[src/rtl/booth_pkg.sv]
// Shared constants and FSM state type for the sequential Booth multiplier front-end.
package booth_pkg;

    localparam int OP_W            = 4;
    localparam int PROD_W          = 8;
    localparam int WAIT_CNT_W      = 4;
    localparam int DEFAULT_TIMEOUT = 12;

    typedef enum logic [1:0] {
        IDLE,
        ISSUE,
        WAIT
    } state_t;

endpackage

[src/rtl/booth_op_fifo.sv]
// Operand FIFO holding {x,y} pairs; pointers carry one extra wrap bit to tell full from empty.
module booth_op_fifo
    import booth_pkg::*;
#(
    parameter int DEPTH = 4,
    parameter int WIDTH = 2 * OP_W
) (
    input  logic                     clk,
    input  logic                     rst,
    input  logic                     push,
    input  logic                     pop,
    input  logic [WIDTH-1:0]         wr_data,
    output logic [WIDTH-1:0]         rd_data,
    output logic                     full,
    output logic                     empty,
    output logic [$clog2(DEPTH):0]   level
);

    localparam int AW = $clog2(DEPTH);

    logic [WIDTH-1:0] mem [DEPTH];
    logic [AW:0]      wr_ptr;
    logic [AW:0]      rd_ptr;

    // NOTE: storage has no reset; validity is tracked by the pointers alone.
    always_ff @(posedge clk) begin
        if (push && !full)
            mem[wr_ptr[AW-1:0]] <= wr_data;
    end

    // NOTE: sequential state uses non-blocking assignments so every flop samples pre-edge values.
    always_ff @(posedge clk or negedge rst) begin
        if (!rst) begin
            wr_ptr <= '0;
            rd_ptr <= '0;
        end else begin
            if (push && !full)
                wr_ptr <= wr_ptr + 1'b1;
            if (pop && !empty)
                rd_ptr <= rd_ptr + 1'b1;
        end
    end

    assign rd_data = mem[rd_ptr[AW-1:0]];
    assign empty   = (wr_ptr == rd_ptr);
    assign full    = (wr_ptr[AW] != rd_ptr[AW]) && (wr_ptr[AW-1:0] == rd_ptr[AW-1:0]);
    assign level   = wr_ptr - rd_ptr;

endmodule

[src/rtl/booth_mul_seq.sv]
// Sequencer feeding queued operand pairs to a multi-cycle Booth core, one operation in flight,
// with a one-entry result slot and a sticky watchdog on the core's result strobe.
module booth_mul_seq
    import booth_pkg::*;
#(
    parameter int FIFO_DEPTH = 4,
    parameter int TIMEOUT    = DEFAULT_TIMEOUT
) (
    input  logic                          clk,
    input  logic                          rst,
    input  logic                          in_valid,
    output logic                          in_ready,
    input  logic [OP_W-1:0]               in_x,
    input  logic [OP_W-1:0]               in_y,
    output logic                          mul_start,
    output logic [OP_W-1:0]               mul_x,
    output logic [OP_W-1:0]               mul_y,
    input  logic                          mul_valid,
    input  logic [PROD_W-1:0]             mul_z,
    output logic                          out_valid,
    input  logic                          out_ready,
    output logic [PROD_W-1:0]             out_z,
    output logic                          err_timeout,
    output logic [$clog2(FIFO_DEPTH):0]   level
);

    state_t                 state_q;
    state_t                 state_d;
    logic [WAIT_CNT_W-1:0]  wait_cnt;
    logic [OP_W-1:0]        hold_x;
    logic [OP_W-1:0]        hold_y;
    logic [2*OP_W-1:0]      fifo_head;
    logic                   fifo_full;
    logic                   fifo_empty;
    logic                   push;
    logic                   issue_go;
    logic                   capture;
    logic                   abort;
    logic                   slot_free;

    assign in_ready = !fifo_full;
    assign push     = in_valid && in_ready;

    booth_op_fifo #(
        .DEPTH (FIFO_DEPTH),
        .WIDTH (2 * OP_W)
    ) u_fifo (
        .clk     (clk),
        .rst     (rst),
        .push    (push),
        .pop     (issue_go),
        .wr_data ({in_x, in_y}),
        .rd_data (fifo_head),
        .full    (fifo_full),
        .empty   (fifo_empty),
        .level   (level)
    );

    assign slot_free = !out_valid || out_ready;

    // NOTE: every combinational output gets a default first, so no path can infer a latch.
    always_comb begin
        state_d  = state_q;
        issue_go = 1'b0;
        capture  = 1'b0;
        abort    = 1'b0;
        case (state_q)
            IDLE: begin
                if (!fifo_empty && slot_free) begin
                    state_d  = ISSUE;
                    issue_go = 1'b1;
                end
            end
            ISSUE: state_d = WAIT;
            WAIT: begin
                if (mul_valid) begin
                    capture = 1'b1;
                    state_d = IDLE;
                end else if (wait_cnt == WAIT_CNT_W'(TIMEOUT - 1)) begin
                    abort   = 1'b1;
                    state_d = IDLE;
                end
            end
            default: state_d = IDLE;
        endcase
    end

    always_ff @(posedge clk or negedge rst) begin
        if (!rst) begin
            state_q  <= IDLE;
            wait_cnt <= '0;
        end else begin
            state_q  <= state_d;
            wait_cnt <= (state_q == WAIT && state_d == WAIT) ? wait_cnt + 1'b1 : '0;
        end
    end

    // Operands are popped into the hold register on the way into ISSUE, so the core
    // sees the same bits from the start pulse until the result or abort.
    always_ff @(posedge clk or negedge rst) begin
        if (!rst) begin
            hold_x <= '0;
            hold_y <= '0;
        end else if (issue_go) begin
            hold_x <= fifo_head[2*OP_W-1:OP_W];
            hold_y <= fifo_head[OP_W-1:0];
        end
    end

    assign mul_x     = hold_x;
    assign mul_y     = hold_y;
    assign mul_start = (state_q == ISSUE);

    // The core clears z right after its strobe, so the product is registered on the strobe itself.
    always_ff @(posedge clk or negedge rst) begin
        if (!rst) begin
            out_valid   <= 1'b0;
            out_z       <= '0;
            err_timeout <= 1'b0;
        end else begin
            if (capture) begin
                out_valid <= 1'b1;
                out_z     <= mul_z;
            end else if (out_ready) begin
                out_valid <= 1'b0;
            end
            if (abort)
                err_timeout <= 1'b1;
        end
    end

endmodule
[config.mk]
export PLATFORM = sky130hd
export DESIGN_NAME = booth_mul_seq
export DESIGN_NICKNAME = d
export VERILOG_FILES = /design/src/rtl/booth_pkg.sv /design/src/rtl/booth_op_fifo.sv /design/src/rtl/booth_mul_seq.sv
export SDC_FILE = /design/constraint.sdc
export NUM_CORES = 1
export LEC_CHECK = 0
export CORE_ASPECT_RATIO = 0.9
export CORE_MARGIN = 2
export CORE_UTILIZATION = 27
export CTS_CLUSTER_SIZE = 40
export DETAILED_ROUTE_END_ITERATION = 7
export DONT_BUFFER_PORTS = 1
export SETUP_SLACK_MARGIN = 0.3
export SLEW_MARGIN = 20
export SYNTH_ARGS = -nofsm -noshare
export SYNTH_HDL_FRONTEND = slang
export SYNTH_SLANG_ARGS = --single-unit
[constraint.sdc]
create_clock -name clk -period 3 [get_ports clk]
set_input_delay 0.45 -clock clk [delete_from_list [all_inputs] [get_ports clk]]
set_output_delay 0.45 -clock clk [all_outputs]
set_load 0.05 [all_outputs]
== After elaboration in Yosys (flattened, before gate mapping) ==
Memories as Yosys holds them, arrays and structs flattened. A register that Yosys moved wholly into a read port is not among the register bits.
Index checks and enable logic that the tools add are counted.
Widths: inputs -> output; s select.
Word-level totals
  input bits: 21
  memories kept: 1
  logic and storage cells: 48
  register bits after elaboration: 22
  memory bits (writable): 32
  output and inout port bits: 23
Cells by class
  multiplexer cells: 16
  reductions and logical operators: 13
  equality and inequality tests: 7
  add/sub/neg operators: 4
Memory list
  u_fifo.mem: words 4, width 8, rd ports 1, clocked after memory_dff 1, write ports 1, RTL line booth_op_fifo.sv:21  | logic [WIDTH-1:0] mem [DEPTH];
Operators with widths (number)
  $mux 1: 11
  $add 3x1->3 const B: 2
  $logic_and 1x1->1: 6
  $mux 2: 3
  $pmux 2 s3: 1
  $add 4x1->4 const B: 1
  $eq 2x2->1 const B: 2
  $eq 4x4->1 const B: 1
  $logic_not 1->1: 4
  $mux 4: 1
  $eq 3x3->1: 1
  $sub 3x3->3: 1
  $eq 2x1->1 const B: 1
  $eq 2x2->1: 1
  $logic_not 2->1: 1
  $reduce_bool 2->1: 1
  $logic_or 1x1->1: 1
  $ne 1x1->1: 1

== Longest topological paths before layout ==
  depth in word-level cells: 8
  depth in mapped cells: 7
  depth with buffers taken out: 5

== Modules after synthesis ==
Synthesis repeated with hierarchy kept, for this count alone.
Unflattened totals
  cells, all modules: 151
  area, all modules: 2541.2 µm²
By module, submodules not included
  booth_op_fifo: cells an instance 87, instances 1, area an instance 1611.5 µm², seq. area each 1111.1 µm²
  booth_mul_seq: cells an instance 64, instances 1, area an instance 929.6 µm², seq. area each 600.6 µm²

== Worst setup path before layout ==
OpenSTA, ideal clock, no wires.
  kind: reg2out
  start: register u_fifo.wr_ptr[0]
  end: output port level[2]
  data required time: 2.550 ns
  slack: 0.773 ns
  buffers on the path: 0
  data arrival time: 1.777 ns
  stages on the path, launching flop included: 5
  cell sequence: dfrtp_1 > inv_1 > ha_1 > fa_1 > xor2_1
Between the ends
  cells in the longest elaborated chain, start to end: 1
Ends and longest elaborated chain
  start: declaration: RTL line booth_op_fifo.sv:22  | logic [AW:0] wr_ptr;
  start signal: assignment: RTL line booth_op_fifo.sv:38  | wr_ptr <= wr_ptr + 1'b1;
  $sub 3x3->3: RTL line booth_op_fifo.sv:47  | assign level = wr_ptr - rd_ptr;
  end: declaration: RTL line booth_mul_seq.sv:24  | output logic [$clog2(FIFO_DEPTH):0] level
No other way between the ends.

== Final worst setup path ==
  start: register u_fifo.rd_ptr[0]
  end: output port level[1]
Between the ends
  cells in the longest elaborated chain, start to end: 1
Ends and longest elaborated chain
  start: declaration: RTL line booth_op_fifo.sv:23  | logic [AW:0] rd_ptr;
  start signal: assignment: RTL line booth_op_fifo.sv:40  | rd_ptr <= rd_ptr + 1'b1;
  $sub 3x3->3: RTL line booth_op_fifo.sv:47
No other way between the ends.

==> reports/metrics.cfg <==
[outcome]
status = complete, no violations

[sta]
min_period_over_period = 0.786
max_freq_mhz = 424
drv_slew = 0
fin_tns_setup_ns = 0
worstMarginPinSlew_ns = 0.931
fin_crit_ns = 2.36
clock_skew_ns = 0.00466
relSlewSlack = 0.377
hold-worst-slack_ns = 0.209
rsz0062_at_grt = false
finalSetupViolCount = 0
hold_violations = 0

[route]
vias = 1189
first_pass_iters = 4
wl_mm = 4.36
wl_per_cell_um = 15.4
drt_iter0_drc = 84
ant_nets = 0
vias_per_cell = 4.19
drc = 0

[min_path]
whs_path_depth = 0
min_to = u_fifo.mem[1][7]$_DFFE_PP_
min_path_type = in2reg
min_from = in_x[3]

[cells_and_area]
area_delta_synth_final_pct = 16.1
num_antenna_cells = 0
fill_cells = 899
drive_gt1_frac = 0.290
layout.nets = 187

[logic_synthesis]
synth_flop_cell = edfxtp_1
syn_nets = 173
synth_xor_xnor_area_share = 0.0308
async_reset_ff_frac = 0.484
synth_top_family_by_area = multiplexers
yosysMostFrequentCell = edfxtp_1
ys_ff_latch = 62
synth_edf_count = 32
syn_area_per_cell_um2 = 17.6
synthAdderAreaFrac = 0.0477
yosys-top-cells-count = 32 x edfxtp_1, 30 x dfrtp_1, 10 x mux2_2
synth_warnings = 0
synth_top_area_frac = 0.382
yosys.area.top_type = edfxtp_1
synth_compound_area_frac = 0.0204
post_synth_mux_area_share = 0.164
syn_inst = 143
synth_area_um2 = 2520
yosys.area_share.simple = 0.0353
ys_types = 25
netlist_top_cells_area = edfxtp_1 38%, dfrtp_1 30%, mux4_2 7.2%
ys_seq_area_frac = 0.680

[clock_network]
clockBufferDepth = 2
cts_buffers = 9
cts_resized = 0
worstSkewPairLatency_ns = 0.33
clk_pin_slew_ns = 0.07
clock-sinks = 62
cts_root_buffer = clkbuf_8
cts_tree = built
cts_htree_levels = 3

[critical_path]
timing.rr.end = u_fifo.mem[2][5]$_DFFE_PP_
critPathArrivalTime_ns = 1.91
critPathMaxFanout = 11
cp-end-kind = primary output
reg2reg_slack_ns = 0.70
r2r_cells = 4
reg2reg_from = u_fifo.rd_ptr[1]$_DFFE_PN0P_
required_ns = 2.55
path_class = reg2out
start_kind = flop

[floorplanning]
num_rows = 33
io_pins = 44
initial_utilization = 0.277
die_y_um = 95.6
fp.coreArea_um2 = 9080
die_w_um = 106
dieArea_um2 = 10100

[placed_design]
dp.final_hpwl_mm = 2.95
gp_congestion = 0.688
io_buffer_count = 0

[grt]
antenna_found_initial = 0
grtUsageMet2 = 0.140
gr-usage-all-layers = 0.0959
grt_remaining_overflow = 0
met3_usage = 0.0526
grt_max_degree = 31
grt_util_met1 = 0.118
grt_first_pass_wirelength_mm = 7.03
grt_pass1_vias = 1287
busiest_layer = met2

[run]
drv_cap = 0

-- layout by cell type, fill, tap and decap left out, types with 2 or more instances in the layout --
cell type   n
a31oi_1     2
and2_1      3
buf_4       4
bufinv_16   2
clkbuf_8    9
clkinv_1    2
dfrtp_1    30
edfxtp_1   32
ha_1        8
inv_1       9
mux2_2     10
mux2_4      8
mux4_2      8
nand2_1     4
nand3_1     3
nor2_1      7
o21ai_0     2
xnor2_1     4
xor2_1      3
-- state kept, by name, summed over array words and instances, names as in the netlist --
signal,cells
u_fifo.mem,32
out_z,8
mul_x,4
mul_y,4
wait_cnt,4
u_fifo.rd_ptr,3
u_fifo.wr_ptr,3
state_q,2
err_timeout,1
out_valid,1
-- per-layer routing --
metal  part of all wire  wire length, µm
met1               0.46             2020
met2               0.44             1910
met3              0.088              382
met4              0.013               55
met5                  0                0
-- cells by family (layout without fill, tap and decap cells) --
family,Yosys count,in the layout
mux,26,26
simple gates,19,19
compound gates,7,7
buf+inv,12,31
xor+xnor,8,8
fa+ha+maj,9,9
flops,62,62
-- through the flow --
stage / instances / worst slack (ns) / instance area [µm²] / utilization
after floorplan: 143 / 0.773 / 2520 / -
after global placement: 266 / 0.784 / 2680 / 0.295
after detailed placement: 266 / 0.701 / 2680 / 0.295
after CTS: 284 / 0.587 / 2920 / 0.322
after global routing: 284 / 0.527 / 2920 / 0.322
final: 284 / 0.641 / 2920 / 0.322
-- worst max-delay path by stage --
stage               slack, ns                    endpoint  cells after the start                         start
floorplan                0.77                    level[2]                      4  u_fifo.wr_ptr[0]$_DFFE_PN0P_
global placement         0.78  u_fifo.mem[1][6]$_DFFE_PP_                      4  u_fifo.rd_ptr[1]$_DFFE_PN0P_
detailed placement       0.70  u_fifo.mem[1][6]$_DFFE_PP_                      4  u_fifo.rd_ptr[1]$_DFFE_PN0P_
CTS                      0.59                    level[1]                      4  u_fifo.rd_ptr[0]$_DFFE_PN0P_
global route             0.53                    in_ready                      3  u_fifo.rd_ptr[1]$_DFFE_PN0P_
finish                   0.64                    level[1]                      4  u_fifo.rd_ptr[0]$_DFFE_PN0P_
-- repair_timing --
item,4_1_cts,5_1_grt
buffers inserted,0,0
hold buffers,2,0
hold endpoints to repair,30,0
-- worst max-delay path: stages, from the launching register on --
cell and delay (ns):
dfrtp_1 0.37, buf_4 0.20, ha_1 0.22, fa_1 0.45, inv_1 0.34
-- final cells by class --
class                      instances  area, µm²  share of cell area
sequential                        62       1710               0.586
multi-input combinational         69        751               0.257
tap                              122        153              0.0522
clock buffer                       9        124              0.0424
clock inverter                     7       88.8              0.0304
timing repair buffer               6       60.1              0.0206
inverter                           9       33.8              0.0116
Power is left out: the tool's default activity adds up to more than one toggle a clock period on the data nets, which glitch-free logic cannot reach.
